**src/rtl/exception_ctrl_pkg.sv**
```systemverilog
// Shared definitions for the LEGv8 exception controller.
// Holds the controller state encoding, the exception syndrome codes and the
// default exception vector address.
package exc_pkg;

  typedef enum logic [2:0] {
    ST_RUN,
    ST_ENTER,
    ST_HANDLER,
    ST_LEAVE,
    ST_HALT
  } exc_state_t;

  localparam logic [3:0] ESR_NONE   = 4'b0000;
  localparam logic [3:0] ESR_INVOP  = 4'b0001;
  localparam logic [3:0] ESR_IRQ    = 4'b0010;
  localparam logic [3:0] ESR_DFAULT = 4'b1111;

  localparam logic [63:0] DEFAULT_VECTOR_ADDR = 64'hD8;

endpackage

```
**src/rtl/exception_ctrl_if.sv**
```systemverilog
// Decoder/interrupt/fetch-redirect bundle of the exception controller.
//   master : decoder + interrupt source + fetch side (drives the requests)
//   slave  : exception_ctrl (drives redirect, acknowledge and status)
// Requests : InstrValid, NotAnInstr, ERet, ExtIRQ, PC_ID, PC_next
// Responses: ExtIAck, ExcTaken, RetTaken, PCRedirect, ELR, ESR,
//            InHandler, DoubleFault
interface exception_ctrl_if #(
  parameter int AW = 64
);

  logic          InstrValid;
  logic          NotAnInstr;
  logic          ERet;
  logic          ExtIRQ;
  logic [AW-1:0] PC_ID;
  logic [AW-1:0] PC_next;

  logic          ExtIAck;
  logic          ExcTaken;
  logic          RetTaken;
  logic [AW-1:0] PCRedirect;
  logic [AW-1:0] ELR;
  logic [3:0]    ESR;
  logic          InHandler;
  logic          DoubleFault;

  modport master (
    output InstrValid, NotAnInstr, ERet, ExtIRQ, PC_ID, PC_next,
    input  ExtIAck, ExcTaken, RetTaken, PCRedirect, ELR, ESR,
           InHandler, DoubleFault
  );

  modport slave (
    input  InstrValid, NotAnInstr, ERet, ExtIRQ, PC_ID, PC_next,
    output ExtIAck, ExcTaken, RetTaken, PCRedirect, ELR, ESR,
           InHandler, DoubleFault
  );

endinterface

```
**src/rtl/exception_ctrl_sysregs.sv**
```systemverilog
// ELR/ESR system registers of the exception controller.
// Ports:
//   clk, reset     : clock, asynchronous active-low clear
//   elr_we, elr_d  : ELR write enable / data
//   esr_we, esr_d  : ESR write enable / data
//   elr, esr       : register contents (MRS read path and return address)
module exc_sysregs #(
  parameter int AW = 64
) (
  input  logic          clk,
  input  logic          reset,
  input  logic          elr_we,
  input  logic [AW-1:0] elr_d,
  input  logic          esr_we,
  input  logic [3:0]    esr_d,
  output logic [AW-1:0] elr,
  output logic [3:0]    esr
);

  always_ff @(posedge clk or negedge reset) begin
    if (!reset) begin
      elr <= '0;
      esr <= '0;
    end else begin
      if (elr_we) elr <= elr_d;
      if (esr_we) esr <= esr_d;
    end
  end

endmodule

```
**src/rtl/exception_ctrl.sv**
```systemverilog
// Exception entry/return sequencer for the LEGv8 core.
// Ports:
//   clk   : system clock
//   reset : asynchronous active-low reset
//   bus   : exception_ctrl_if.slave (decoder flags, IRQ, PCs in;
//           redirect, acknowledge, ELR/ESR and status out)
//
// state      | meaning
// -----------+------------------------------------------------------------
// ST_RUN     | normal execution, watching for invalid opcode / IRQ
// ST_ENTER   | ExcTaken pulse, fetch redirected to the vector (IRQ acked)
// ST_HANDLER | running the handler, IRQ masked
// ST_LEAVE   | RetTaken pulse, fetch redirected to ELR
// ST_HALT    | double fault, core halted until reset
module exception_ctrl
  import exc_pkg::*;
#(
  parameter int          AW          = 64,
  parameter logic [AW-1:0] VECTOR_ADDR = AW'(DEFAULT_VECTOR_ADDR)
) (
  input logic              clk,
  input logic              reset,
  exception_ctrl_if.slave  bus
);

  exc_state_t    state;
  logic          exc_taken, ret_taken, ext_iack, in_handler, double_fault;
  logic [AW-1:0] pc_redirect;

  logic          elr_we, esr_we;
  logic [AW-1:0] elr_d, elr;
  logic [3:0]    esr_d, esr;

  // ERET outside a handler is treated as an invalid instruction.
  logic run_invop, run_irq, hnd_dfault, hnd_eret;
  assign run_invop  = bus.InstrValid && (bus.NotAnInstr || bus.ERet);
  assign run_irq    = bus.ExtIRQ;
  assign hnd_dfault = bus.InstrValid && bus.NotAnInstr;
  assign hnd_eret   = bus.InstrValid && bus.ERet;

  always_comb begin
    elr_we = 1'b0;
    esr_we = 1'b0;
    elr_d  = bus.PC_ID;
    esr_d  = ESR_NONE;
    case (state)
      ST_RUN: begin
        if (run_invop) begin
          elr_we = 1'b1;
          esr_we = 1'b1;
          esr_d  = ESR_INVOP;
        end else if (run_irq) begin
          elr_we = 1'b1;
          esr_we = 1'b1;
          elr_d  = bus.PC_next;
          esr_d  = ESR_IRQ;
        end
      end
      ST_HANDLER: begin
        if (hnd_dfault) begin
          esr_we = 1'b1;
          esr_d  = ESR_DFAULT;
        end
      end
      default: ;
    endcase
  end

  exc_sysregs #(.AW(AW)) u_sysregs (
    .clk    (clk),
    .reset  (reset),
    .elr_we (elr_we),
    .elr_d  (elr_d),
    .esr_we (esr_we),
    .esr_d  (esr_d),
    .elr    (elr),
    .esr    (esr)
  );

  // Outputs are registered alongside the state so they never depend
  // combinationally on the inputs.
  always_ff @(posedge clk or negedge reset) begin
    if (!reset) begin
      state        <= ST_RUN;
      exc_taken    <= 1'b0;
      ret_taken    <= 1'b0;
      ext_iack     <= 1'b0;
      in_handler   <= 1'b0;
      double_fault <= 1'b0;
      pc_redirect  <= '0;
    end else begin
      case (state)
        ST_RUN: begin
          if (run_invop || run_irq) begin
            state       <= ST_ENTER;
            exc_taken   <= 1'b1;
            ext_iack    <= !run_invop;
            pc_redirect <= VECTOR_ADDR;
          end
        end
        ST_ENTER: begin
          state       <= ST_HANDLER;
          exc_taken   <= 1'b0;
          ext_iack    <= 1'b0;
          pc_redirect <= '0;
          in_handler  <= 1'b1;
        end
        ST_HANDLER: begin
          if (hnd_dfault) begin
            state        <= ST_HALT;
            double_fault <= 1'b1;
          end else if (hnd_eret) begin
            state       <= ST_LEAVE;
            ret_taken   <= 1'b1;
            pc_redirect <= elr;
            in_handler  <= 1'b0;
          end
        end
        ST_LEAVE: begin
          state       <= ST_RUN;
          ret_taken   <= 1'b0;
          pc_redirect <= '0;
        end
        ST_HALT: state <= ST_HALT;
        default: begin
          state       <= ST_RUN;
          exc_taken   <= 1'b0;
          ret_taken   <= 1'b0;
          ext_iack    <= 1'b0;
          in_handler  <= 1'b0;
          pc_redirect <= '0;
        end
      endcase
    end
  end

  assign bus.ExcTaken    = exc_taken;
  assign bus.RetTaken    = ret_taken;
  assign bus.ExtIAck     = ext_iack;
  assign bus.InHandler   = in_handler;
  assign bus.DoubleFault = double_fault;
  assign bus.PCRedirect  = pc_redirect;
  assign bus.ELR         = elr;
  assign bus.ESR         = esr;

endmodule

```
**src/flat_wrapper.sv**
```systemverilog
// flat-port wrapper written by rule: the top's interface ports become plain ports
module exception_ctrl_flat import exc_pkg::*;
#(
  parameter int          AW          = 64,
  parameter logic [AW-1:0] VECTOR_ADDR = AW'(DEFAULT_VECTOR_ADDR)
)
  (clk, reset, bus_InstrValid, bus_NotAnInstr, bus_ERet, bus_ExtIRQ, bus_PC_ID, bus_PC_next, bus_ExtIAck, bus_ExcTaken, bus_RetTaken, bus_PCRedirect, bus_ELR, bus_ESR, bus_InHandler, bus_DoubleFault);
  exception_ctrl_if #(.AW(AW)) bus_i ();
  input logic clk;
  input logic reset;
  input wire logic [$bits(bus_i.InstrValid)-1:0] bus_InstrValid;
  input wire logic [$bits(bus_i.NotAnInstr)-1:0] bus_NotAnInstr;
  input wire logic [$bits(bus_i.ERet)-1:0] bus_ERet;
  input wire logic [$bits(bus_i.ExtIRQ)-1:0] bus_ExtIRQ;
  input wire logic [$bits(bus_i.PC_ID)-1:0] bus_PC_ID;
  input wire logic [$bits(bus_i.PC_next)-1:0] bus_PC_next;
  output wire logic [$bits(bus_i.ExtIAck)-1:0] bus_ExtIAck;
  output wire logic [$bits(bus_i.ExcTaken)-1:0] bus_ExcTaken;
  output wire logic [$bits(bus_i.RetTaken)-1:0] bus_RetTaken;
  output wire logic [$bits(bus_i.PCRedirect)-1:0] bus_PCRedirect;
  output wire logic [$bits(bus_i.ELR)-1:0] bus_ELR;
  output wire logic [$bits(bus_i.ESR)-1:0] bus_ESR;
  output wire logic [$bits(bus_i.InHandler)-1:0] bus_InHandler;
  output wire logic [$bits(bus_i.DoubleFault)-1:0] bus_DoubleFault;
  assign bus_i.InstrValid = bus_InstrValid;
  assign bus_i.NotAnInstr = bus_NotAnInstr;
  assign bus_i.ERet = bus_ERet;
  assign bus_i.ExtIRQ = bus_ExtIRQ;
  assign bus_i.PC_ID = bus_PC_ID;
  assign bus_i.PC_next = bus_PC_next;
  assign bus_ExtIAck = bus_i.ExtIAck;
  assign bus_ExcTaken = bus_i.ExcTaken;
  assign bus_RetTaken = bus_i.RetTaken;
  assign bus_PCRedirect = bus_i.PCRedirect;
  assign bus_ELR = bus_i.ELR;
  assign bus_ESR = bus_i.ESR;
  assign bus_InHandler = bus_i.InHandler;
  assign bus_DoubleFault = bus_i.DoubleFault;
  exception_ctrl #(.AW(AW), .VECTOR_ADDR(VECTOR_ADDR)) u_core (.clk(clk), .reset(reset), .bus(bus_i));
endmodule
```
**config.mk**
```make
export PLATFORM = sky130hd
export DESIGN_NAME = exception_ctrl_flat
export DESIGN_NICKNAME = d
export VERILOG_FILES = /design/src/rtl/exception_ctrl_pkg.sv /design/src/rtl/exception_ctrl_if.sv /design/src/rtl/exception_ctrl_sysregs.sv /design/src/rtl/exception_ctrl.sv /design/src/flat_wrapper.sv
export SDC_FILE = /design/constraint.sdc
export NUM_CORES = 1
export LEC_CHECK = 0
export ABC_AREA = 1
export CAP_MARGIN = 20
export CORE_ASPECT_RATIO = 0.5
export CORE_MARGIN = 1
export CORE_UTILIZATION = 49
export CTS_BUF_LIST = sky130_fd_sc_hd__clkbuf_8
export DETAILED_ROUTE_END_ITERATION = 16
export PLACE_DENSITY = 0.88
export SYNTH_ARGS = -nofsm -noshare
export SYNTH_HDL_FRONTEND = slang
export SYNTH_SLANG_ARGS = --single-unit
```
**constraint.sdc**
```tcl
create_clock -name clk -period 2.46 [get_ports clk]
set_input_delay 0.369 -clock clk [delete_from_list [all_inputs] [get_ports clk]]
set_output_delay 0.369 -clock clk [all_outputs]
set_load 0.05 [all_outputs]
```
# After elaboration in Yosys (flattened, before gate mapping)

Index checks and enable logic that the tools add are counted.

Mux-type cells: 30
Equal/unequal tests: 8
Magnitude comparators: 0
Shift-type cells: 0
Divide/modulo/power cells: 0
Reductions and logical operators: 16
Multipliers: 0
$add $sub $neg: 0
Bitwise logic cells: 4

Operators with widths:

| operator           | count |
|---|---|
| $mux 64            | 6 |
| $pmux 64 s3        | 1 |
| $pmux 3 s4         | 1 |
| $mux 1             | 10 |
| $mux 3             | 3 |
| $reduce_or 3->1    | 3 |
| $mux 4             | 2 |
| $pmux 1 s2         | 4 |
| $pmux 4 s2         | 1 |
| $eq 3x2->1 const B | 2 |
| $reduce_and 2->1   | 3 |
| $reduce_and 3->1   | 2 |
| $ne 2x1->1 const B | 2 |
| $not 1->1          | 4 |
| $reduce_and 4->1   | 1 |
| $eq 3x1->1 const B | 1 |
| $eq 3x3->1 const B | 1 |
| $logic_and 1x1->1  | 3 |
| $logic_not 3->1    | 1 |
| $ne 3x1->1 const B | 1 |
| $pmux 1 s3         | 1 |
| $logic_or 1x1->1   | 2 |
| $mux 2             | 1 |
| $ne 2x2->1 const B | 1 |
| $logic_not 1->1    | 1 |

Memory bits (writable): 0
Latch bits: 0
Logic and storage cells: 67
ROM bits: 0
Bits in registers: 140
Bits of input ports: 134
Memories: 0

# Longest topological paths before layout

Gate-level depths: netlist (run 1).

Depth in word-level cells: 5
Mapped depth: 9
Mapped depth without buffers: 7

# Cells and area by module

Synthesis (run 1) repeated with hierarchy kept, for this count alone.

Cell total of the unflattened synthesis: 961
Area total of the unflattened synthesis: 6985.4 um^2

By module, submodules not included:

| module         | times used | area an instance (um^2) | cells an instance | sequential area each (um^2) |
|---|---|---|---|---|
| exception_ctrl | 1          | 4390.5                  | 674               | 1801.7 |
| exc_sysregs    | 1          | 2595.0                  | 287               | 1701.6 |

# Least setup slack after synthesis (run 1)

Ideal clock, no wire load.

Path type: register to register
From: reg u_core.state[0]
To: reg u_core.u_sysregs.elr[33]
Slack: 1081 ps
Stages on the path, launching flop included: 9
Data arrival time: 1261 ps
Path buffers: 2
Path through: dfrtp_1 nor2_2 nand2_4 inv_2 buf_4 buf_2 nand3b_1 nand3_1 nand2_1

Longest elaborated chain between the ends: 2
Elaborated cells between the ends (all ways): 3
Those cells by class: mux: 2; reduce/logical: 1

Ends and longest elaborated chain:

| item                                     | line                         | RTL |
|---|---|---|
| start: declaration                       | exception_ctrl.sv:26         | `exc_state_t state;` |
| start signal: assignment                 | exception_ctrl.sv:84         | `state <= ST_RUN;` |
| start signal: assignment                 | exception_ctrl.sv:95         | `state <= ST_ENTER;` |
| start signal: assignment                 | exception_ctrl.sv:102        | `state <= ST_HANDLER;` |
| $logic_not 3->1 *                        | exception_ctrl.sv:46         | `case (state)` |
| $mux 64 / $mux 1 (equally long branches) | exception_ctrl.sv:46         |  |
| end signal: assignment                   | exception_ctrl_sysregs.sv:25 | `if (elr_we) elr <= elr_d;` |
| end: declaration                         | exception_ctrl_sysregs.sv:16 | `output logic [AW-1:0] elr,` |

Mark *: on every way between the ends. The rest lies on a longest branch, timed or not.
A chain may end at the register's enable or synchronous reset.

# Worst setup path after layout (run 1)

From: reg u_core.u_sysregs.elr[38]
To: out bus_ELR[38]

RTL lines:

| item             | line               | RTL |
|---|---|---|
| end: declaration | flat_wrapper.sv:21 | `output wire logic [$bits(bus_i.ELR)-1:0] bus_ELR;` |

No word-level cell between the ends.

==> results of run 1 <==
## flip-flops by register name (all words and copies together) (netlist names)
name / flops
u_core.bus.InHandler: 1
u_core.u_sysregs.elr: 64
u_core.bus.RetTaken: 1
u_core.bus.DoubleFault: 1
u_core.bus.ExcTaken: 1
u_core.bus.ExtIAck: 1
u_core.bus.PCRedirect: 64
u_core.state: 3
u_core.u_sysregs.esr: 3
## cells in the mapped netlist, types with 6 or more instances
master / number
sky130_fd_sc_hd__clkbuf_1: 15
sky130_fd_sc_hd__nand3b_1: 64
sky130_fd_sc_hd__dfrtp_1: 139
sky130_fd_sc_hd__inv_1: 130
sky130_fd_sc_hd__buf_6: 6
sky130_fd_sc_hd__buf_2: 28
sky130_fd_sc_hd__inv_2: 6
sky130_fd_sc_hd__nand2_1: 352
sky130_fd_sc_hd__o21ai_0: 6
sky130_fd_sc_hd__nor2_1: 62
sky130_fd_sc_hd__nand3_1: 132
sky130_fd_sc_hd__buf_4: 10
## how the worst max path moves through the flow
stage,from,endpoint,slack [ns],cells after the start
2_1_floorplan,u_core.state[0],u_core.u_sysregs.elr[33],1.08,8
3_3_place_gp,bus_InstrValid,u_core.bus.PCRedirect[54],0.35,9
3_5_place_dp,bus_InstrValid,u_core.bus.PCRedirect[56],0.24,9
4_1_cts,u_core.u_sysregs.elr[38],bus_ELR[38],0.38,1
5_1_grt,u_core.u_sysregs.elr[38],bus_ELR[38],0.35,1
6_report,u_core.u_sysregs.elr[38],bus_ELR[38],0.39,1
## cell families (layout without fill, tap and decap cells)
| logic type | count (synthesis) | after routing | share of synthesized area (%) |
|---|---|---|---|
| flops | 139 | 139 | 48.7 |
| compound gates | 8 | 8 | 0.613 |
| simple gates | 618 | 618 | 38.7 |
| buf+inv | 197 | 458 | 12.0 |
## area by class of cell
class / count / area [um^2]
Sequential cell: 139 / 3480
Fill cell: 1021 / 3420
Timing Repair Buffer: 290 / 2970
Multi-Input combinational cell: 626 / 2830
Inverter: 136 / 510
Clock buffer: 18 / 248
Tap cell: 192 / 240
Clock inverter: 14 / 195
## per-layer routing
metal	routed length, um	up-vias	track usage (%)
met3	1210	48	6.46
met5	0	-	0
met1	8520	3410	33.4
li1	-	3430	-
met2	10800	259	51.2
met4	656	0	12.6
## cells in the final DEF, fill, tap and decap left out, drive strengths merged, types with 7 or more instances in the layout
cell type	count
nand2	355
clkdlybuf4s50	269
dfrtp	139
inv	139
nand3	133
nor2	66
nand3b	64
buf	20
clkbuf	18
o21ai	7
## per-stage QoR
step	hold WS (ns)	total power (uW)
2_1_floorplan	0.0734	11000
3_3_place_gp	0.359	14200
3_5_place_dp	0.358	14500
4_1_cts	0.450	16600
5_1_grt	0.480	17400
6_report	0.444	16600
## power breakdown
part / total [uW] / leakage [uW] / internal, uW / switching [uW]
combinational: 10300 / 0.00342 / 3210 / 7070
clock: 2070 / 0.000217 / 1140 / 934
sequential: 4210 / 0.00175 / 3410 / 800
total: 16600 / 0.00539 / 7760 / 8810
==> summary.md, run 1 <==
| Metric | Value |
|---|---|
| Status | finished clean |
| Final net count | 1344 |
| Global-route wire length before repair | 33700 um |
| Synthesized area per cell | 7.43 um^2 |
| Initial antenna violation count | 0 |
| Kind of start point of the critical path | flip-flop |
| Clk_skew | 0.0148 ns |
| Final Util | 75.4% |
| Count of unique library cells instantiated by Yosys | 20 |
| Num Clock Sinks | 139 |
| Worst-case vdd ir drop | 0.000882 V |
| DP Worst Slack | 0.241 ns |
| Worst-path maximum fanout | 3 |
| Final critical-path setup slack | 0.391 ns |
| Std-Cell Rows | 30 |
| Tot GR Track Use | 28.5% |
| Floorplan die width | 173 um |
| Critical Path AT | 1.70 ns |
| Cell types occupying the most area after synthesis | sky130_fd_sc_hd__dfrtp_1 49%, sky130_fd_sc_hd__nand2_1 18%, sky130_fd_sc_hd__nand3_1 9.2%, sky130_fd_sc_hd__inv_1 6.8%, sky130_fd_sc_hd__nand3b_1 6.7% |
| Number of hold violations in the final report | 0 |
| Clock-pin slew reported for the worst setup and hold paths after clock tree synthesis | 0.08 ns |
| Post-CTS sizing | 0 |
| Number of cells on the worst reg-to-reg path | 8 |
| Die Footprint | 15100 um^2 |
| CTS root buf | sky130_fd_sc_hd__clkbuf_8 |
| Final slew viol count | 0 |
| Detailed-route via count | 7147 |
| Total CTS buffers | 17 |
| Total of endpoints with negative setup slack in the final report | 0 |
| Post-synthesis sequential area ratio | 48.7% |
| TritonCTS clock tree | built |
| Ys flop type | sky130_fd_sc_hd__dfrtp_1 |
| Area growth syn-to-layout | 46.5% |
| Die span in y | 87.4 um |
| GR Overflow Total | 0 |
| Remaining routing DRC violations | 0 |
| Category of cells accounting for the largest share of critical-path delay | buffers and inverters |
| Number of max-cap violations | 0 |
| Max H-tree Level | 4 |
| Final wirelength | 21200 um |
| Maximum clock frequency | 0.483 GHz |
| Number of register bits inferred by synthesis | 139 |
| Unrepaired setup endpoints after global routing | no |
| DR vias/cell | 5.05 |
| Post-layout instance count excluding filler cells | 1415 |
| Clk Latency, worst-skew pair | 0.45 ns |
| R2R setup slack | 0.72 ns |
| Number of global-route vias before repair | 6878 |
| # IOs | 271 |
| Slowest cell on the critical path | sky130_fd_sc_hd__clkdlybuf4s50_1 |
| Share of the synthesized area in the top cell type | 48.7% |
| Port Buffer Count | 270 |
| Placed cells | 1381 |
| Placed inst area | 9990 um^2 |
| Initial DRC count | 504 |
| Post-CTS setup buffer count | 0 |
| Net Count, Synth | 1096 |
| Worst Hold Class | primary input to asynchronous set/reset pin |
| Std-Cell Core Area | 13900 um^2 |
| Slew at the pin with the worst max-slew slack | 0.574 ns |
| Share of post-route cells with drive strength above 1 | 5.56% |
| Endpoint of the lowest-slack register-to-register path | u_core.bus.PCRedirect[0] |
| Number of nets with antenna violations after routing | 0 |
| Bufs on Longest Clock Path | 2 |
| Worst Path Class, Setup | flip-flop to output port |
| Warnings from Yosys | 0 |
| Slowest stage delay, CP | 0.85 ns |
| Count of hold buffers inserted by post-cts repair | 1 |
| Worst path bufs/invs | 1 |
| Post-route cell area | 10500 um^2 |
| Number of enable flip-flop cells after synthesis | 0 |
| Worst slew margin relative to its limit | 61.6% |
| Detail Placement HPWL | 15000 um |
| Minimum clock period | 2.07 ns |
| Cell-by-cell listing of the critical path | clkdlybuf4s50_1 |
| Crit path capture type | output port |
| Static leakage | 0.00539 uW |
| TNS Setup | 0 ns |
| Cell taking the most area after synthesis | sky130_fd_sc_hd__dfrtp_1 |
| Effective utilization at floorplan | 51.4% |
| Final worst-path cycle share | 84.1% |
| Mapped Cells | 962 |
| Required time at the endpoint of the critical path | 2.09 ns |
| Largest net degree at the start of global routing | 66 |
| Detailed Routing Iterations Pass 1 | 5 |
| Share of async-settable or async-resettable flops after synthesis | 100% |
| ANT cells | 0 |
| Final routed wire length divided by cell count | 15.0 um |
| RD Place Congestion | 0.832 |
| Mapped Area | 7140 um^2 |
| Critical R2R Launch | u_core.state[2] |
| Power per standard cell area | 1580 nW/um^2 |
(Power assumes the default switching activity.)
==> run 2: changes to the inputs <==
- CORE_UTILIZATION: 49 -> 46
- PLACE_DENSITY: 0.88 -> 0.83
- clock period: 2.46 -> 2.05 ns (I/O delays scaled with it)
==> run 2 against run 1 <==
  * Total power up 17%
  * First-iteration DRC count down 21%
  * Largest cell class unchanged
  * Worst hold slack worse by 0.045 ns
  * Highest routed layer unchanged
  * Die area up 6.4%
==> summary.md, run 2 (synthesized netlist as in run 1, its figures left out) <==
| Metric | Value |
|---|---|
| Clock-pin slew reported for the worst setup and hold paths after clock tree synthesis | 0.09 ns (about the same) |
| Number of max-cap violations | 0 (unchanged) |
| # IOs | 271 (unchanged) |
| Maximum clock frequency | 0.508 GHz |
| Placed cells | 1391 (+0.72%) |
| Kind of start point of the critical path | flip-flop |
| Seq. cell area | 3480 um^2 (unchanged) |
| Std-Cell Rows | 31 (+3.3%) |
| Clk Latency, worst-skew pair | 0.42 ns (-0.03 ns) |
| Remaining routing DRC violations | 0 (unchanged) |
| Final worst-path cycle share | 96.1% |
| Commonest cells after routing, fill and taps aside | 351 x sky130_fd_sc_hd__nand2_1, 269 x sky130_fd_sc_hd__clkdlybuf4s50_1, 139 x sky130_fd_sc_hd__dfrtp_1, 132 x sky130_fd_sc_hd__nand3_1, 131 x sky130_fd_sc_hd__inv_1 |
| Worst-case vdd ir drop | 0.00108 V (+23%) |
| CTS root buf | sky130_fd_sc_hd__clkbuf_8 |
| Worst Hold Class | primary input to asynchronous set/reset pin |
| Max H-tree Level | 4 (unchanged) |
| GR Overflow Total | 0 (unchanged) |
| Final slew viol count | 0 (unchanged) |
| Area growth syn-to-layout | 45.8% |
| TritonCTS clock tree | built |
| Post-layout instance count excluding filler cells | 1423 (+0.57%) |
| Pwr Total | 19500 uW (+17%) |
| Tot GR Track Use | 27.0% (-1.5 points) |
| Largest net degree at the start of global routing | 56 (-15%) |
| DP Worst Slack | 0.0408 ns (-0.201 ns) |
| Number of cells on the worst reg-to-reg path | 7 (-1) |
| Post-route cell area | 10400 um^2 (-0.51%) |
| Worst path bufs/invs | 1 (unchanged) |
| Clk_skew | 0.0164 ns (+0.00161 ns) |
| Final wirelength | 21000 um (-0.98%) |
| Minimum clock period | 1.97 ns |
| Unrepaired setup endpoints after global routing | no |
| Number of hold violations in the final report | 0 (unchanged) |
| ANT cells | 0 (unchanged) |
| Worst-path maximum fanout | 3 (unchanged) |
| Cell-by-cell listing of the critical path | clkdlybuf4s50_1 |
| Final critical-path setup slack | 0.0804 ns (-0.310 ns) |
| Slowest stage delay, CP | 0.84 ns (about the same) |
| Most common cell after layout, fill and taps aside | sky130_fd_sc_hd__nand2_1 |
| Worst slew margin relative to its limit | 62.1% (+0.52 points) |
| Total CTS buffers | 17 (unchanged) |
| Share of post-route cells with drive strength above 1 | 5.71% (+0.15 points) |
| Critical R2R Launch | u_core.state[0] |
| Placed inst area | 10000 um^2 (+0.25%) |
| Initial DRC count | 396 (-21%) |
| Critical Path AT | 1.66 ns (-0.04 ns) |
| Static leakage | 0.00536 uW (-0.63%) |
| Global-route wire length before repair | 34100 um (+1.2%) |
| Detail Placement HPWL | 15200 um (+0.80%) |
| Endpoint of the lowest-slack register-to-register path | u_core.u_sysregs.elr[58] |
| Num Clock Sinks | 139 (unchanged) |
| Slew at the pin with the worst max-slew slack | 0.567 ns (-0.00781 ns) |
| TNS Setup | 0 ns (unchanged) |
| Std-Cell Core Area | 14800 um^2 (+6.7%) |
| Crit path capture type | output port |
| Die span in y | 90.1 um (+3.1%) |
| Post-CTS sizing | 0 (unchanged) |
| Detailed-route via count | 7020 (-1.8%) |
| Die Footprint | 16100 um^2 (+6.4%) |
| Detailed Routing Iterations Pass 1 | 5 (unchanged) |
| Bufs on Longest Clock Path | 2 (unchanged) |
| Final net count | 1347 (+0.22%) |
| Area taken by multi-input logic gates | 2830 um^2 (unchanged) |
| Post-CTS setup buffer count | 0 (unchanged) |
| Effective utilization at floorplan | 48.2% (-3.2 points) |
| Final routed wire length divided by cell count | 14.8 um (-1.5%) |
| Required time at the endpoint of the critical path | 1.74 ns (-0.35 ns) |
| Number of nets with antenna violations after routing | 0 (unchanged) |
| Initial antenna violation count | 0 (unchanged) |
| Category of cells accounting for the largest share of critical-path delay | buffers and inverters |
| R2R setup slack | 0.33 ns (-0.39 ns) |
| Slowest cell on the critical path | sky130_fd_sc_hd__clkdlybuf4s50_1 |
| Port Buffer Count | 270 (unchanged) |
| Total of endpoints with negative setup slack in the final report | 0 (unchanged) |
| Worst Path Class, Setup | flip-flop to output port |
| Floorplan die width | 178 um (+3.2%) |
| Power per standard cell area | 1870 nW/um^2 (+18%) |
| DR vias/cell | 4.93 (-2.3%) |
| RD Place Congestion | 0.841 (+1.2%) |
| Number of inserted filler cells in the final layout | 1197 (+17%) |
| Status | finished clean |
| Number of global-route vias before repair | 6822 (-0.81%) |
run 2: per-layer routing:
layer | routed length, um | vias up | track usage, % | part of all wire, %
li1 | - | 3428 | - | -
met1 | 9040 | 3333 | 34.5 | 43
met2 | 10500 | 217 | 46.2 | 50
met3 | 891 | 42 | 4.36 | 4.2
met4 | 614 | 0 | 9.60 | 2.9
met5 | 0 | - | 0 | 0
run 2: layout make-up:
type	count	area share [%]
clock buffer	17	2.25
clock inverter	14	1.44
inverter	136	4.90
timing repair buffer	293	28.5
tap	198	2.38
sequential	139	33.4
multi-input combinational	626	27.1
run 2: per-stage QoR:
stage	utilization (%)	hold WS (ns)
global route	70.3	0.426
finish	70.3	0.399
detailed placement	67.6	0.298
floorplan	-	0.0119
CTS	70.3	0.406
global placement	67.6	0.294
run 2: worst max-delay path by stage:
stage	from	endpoint	slack, ns	cells past startpoint
2_1_floorplan	u_core.state[0]	u_core.u_sysregs.elr[33]	0.67	8
3_3_place_gp	bus_InstrValid	u_core.u_sysregs.elr[47]	0.10	8
3_5_place_dp	bus_InstrValid	u_core.u_sysregs.elr[63]	0.04	8
4_1_cts	u_core.u_sysregs.elr[50]	bus_ELR[50]	0.06	1
5_1_grt	u_core.u_sysregs.elr[13]	bus_ELR[13]	0.02	1
6_report	u_core.u_sysregs.elr[32]	bus_ELR[32]	0.08	1
run 2: timing repair:
item	4_1_cts	5_1_grt
setup endpoints to repair	0	0
hold buffers	1	0
endpoints found under the hold margin	52	0
run 2: power by group:
part	internal (uW)	switching, uW
logic	3820	8390
clock network	1080	1100
registers	4090	979
total	8980	10500
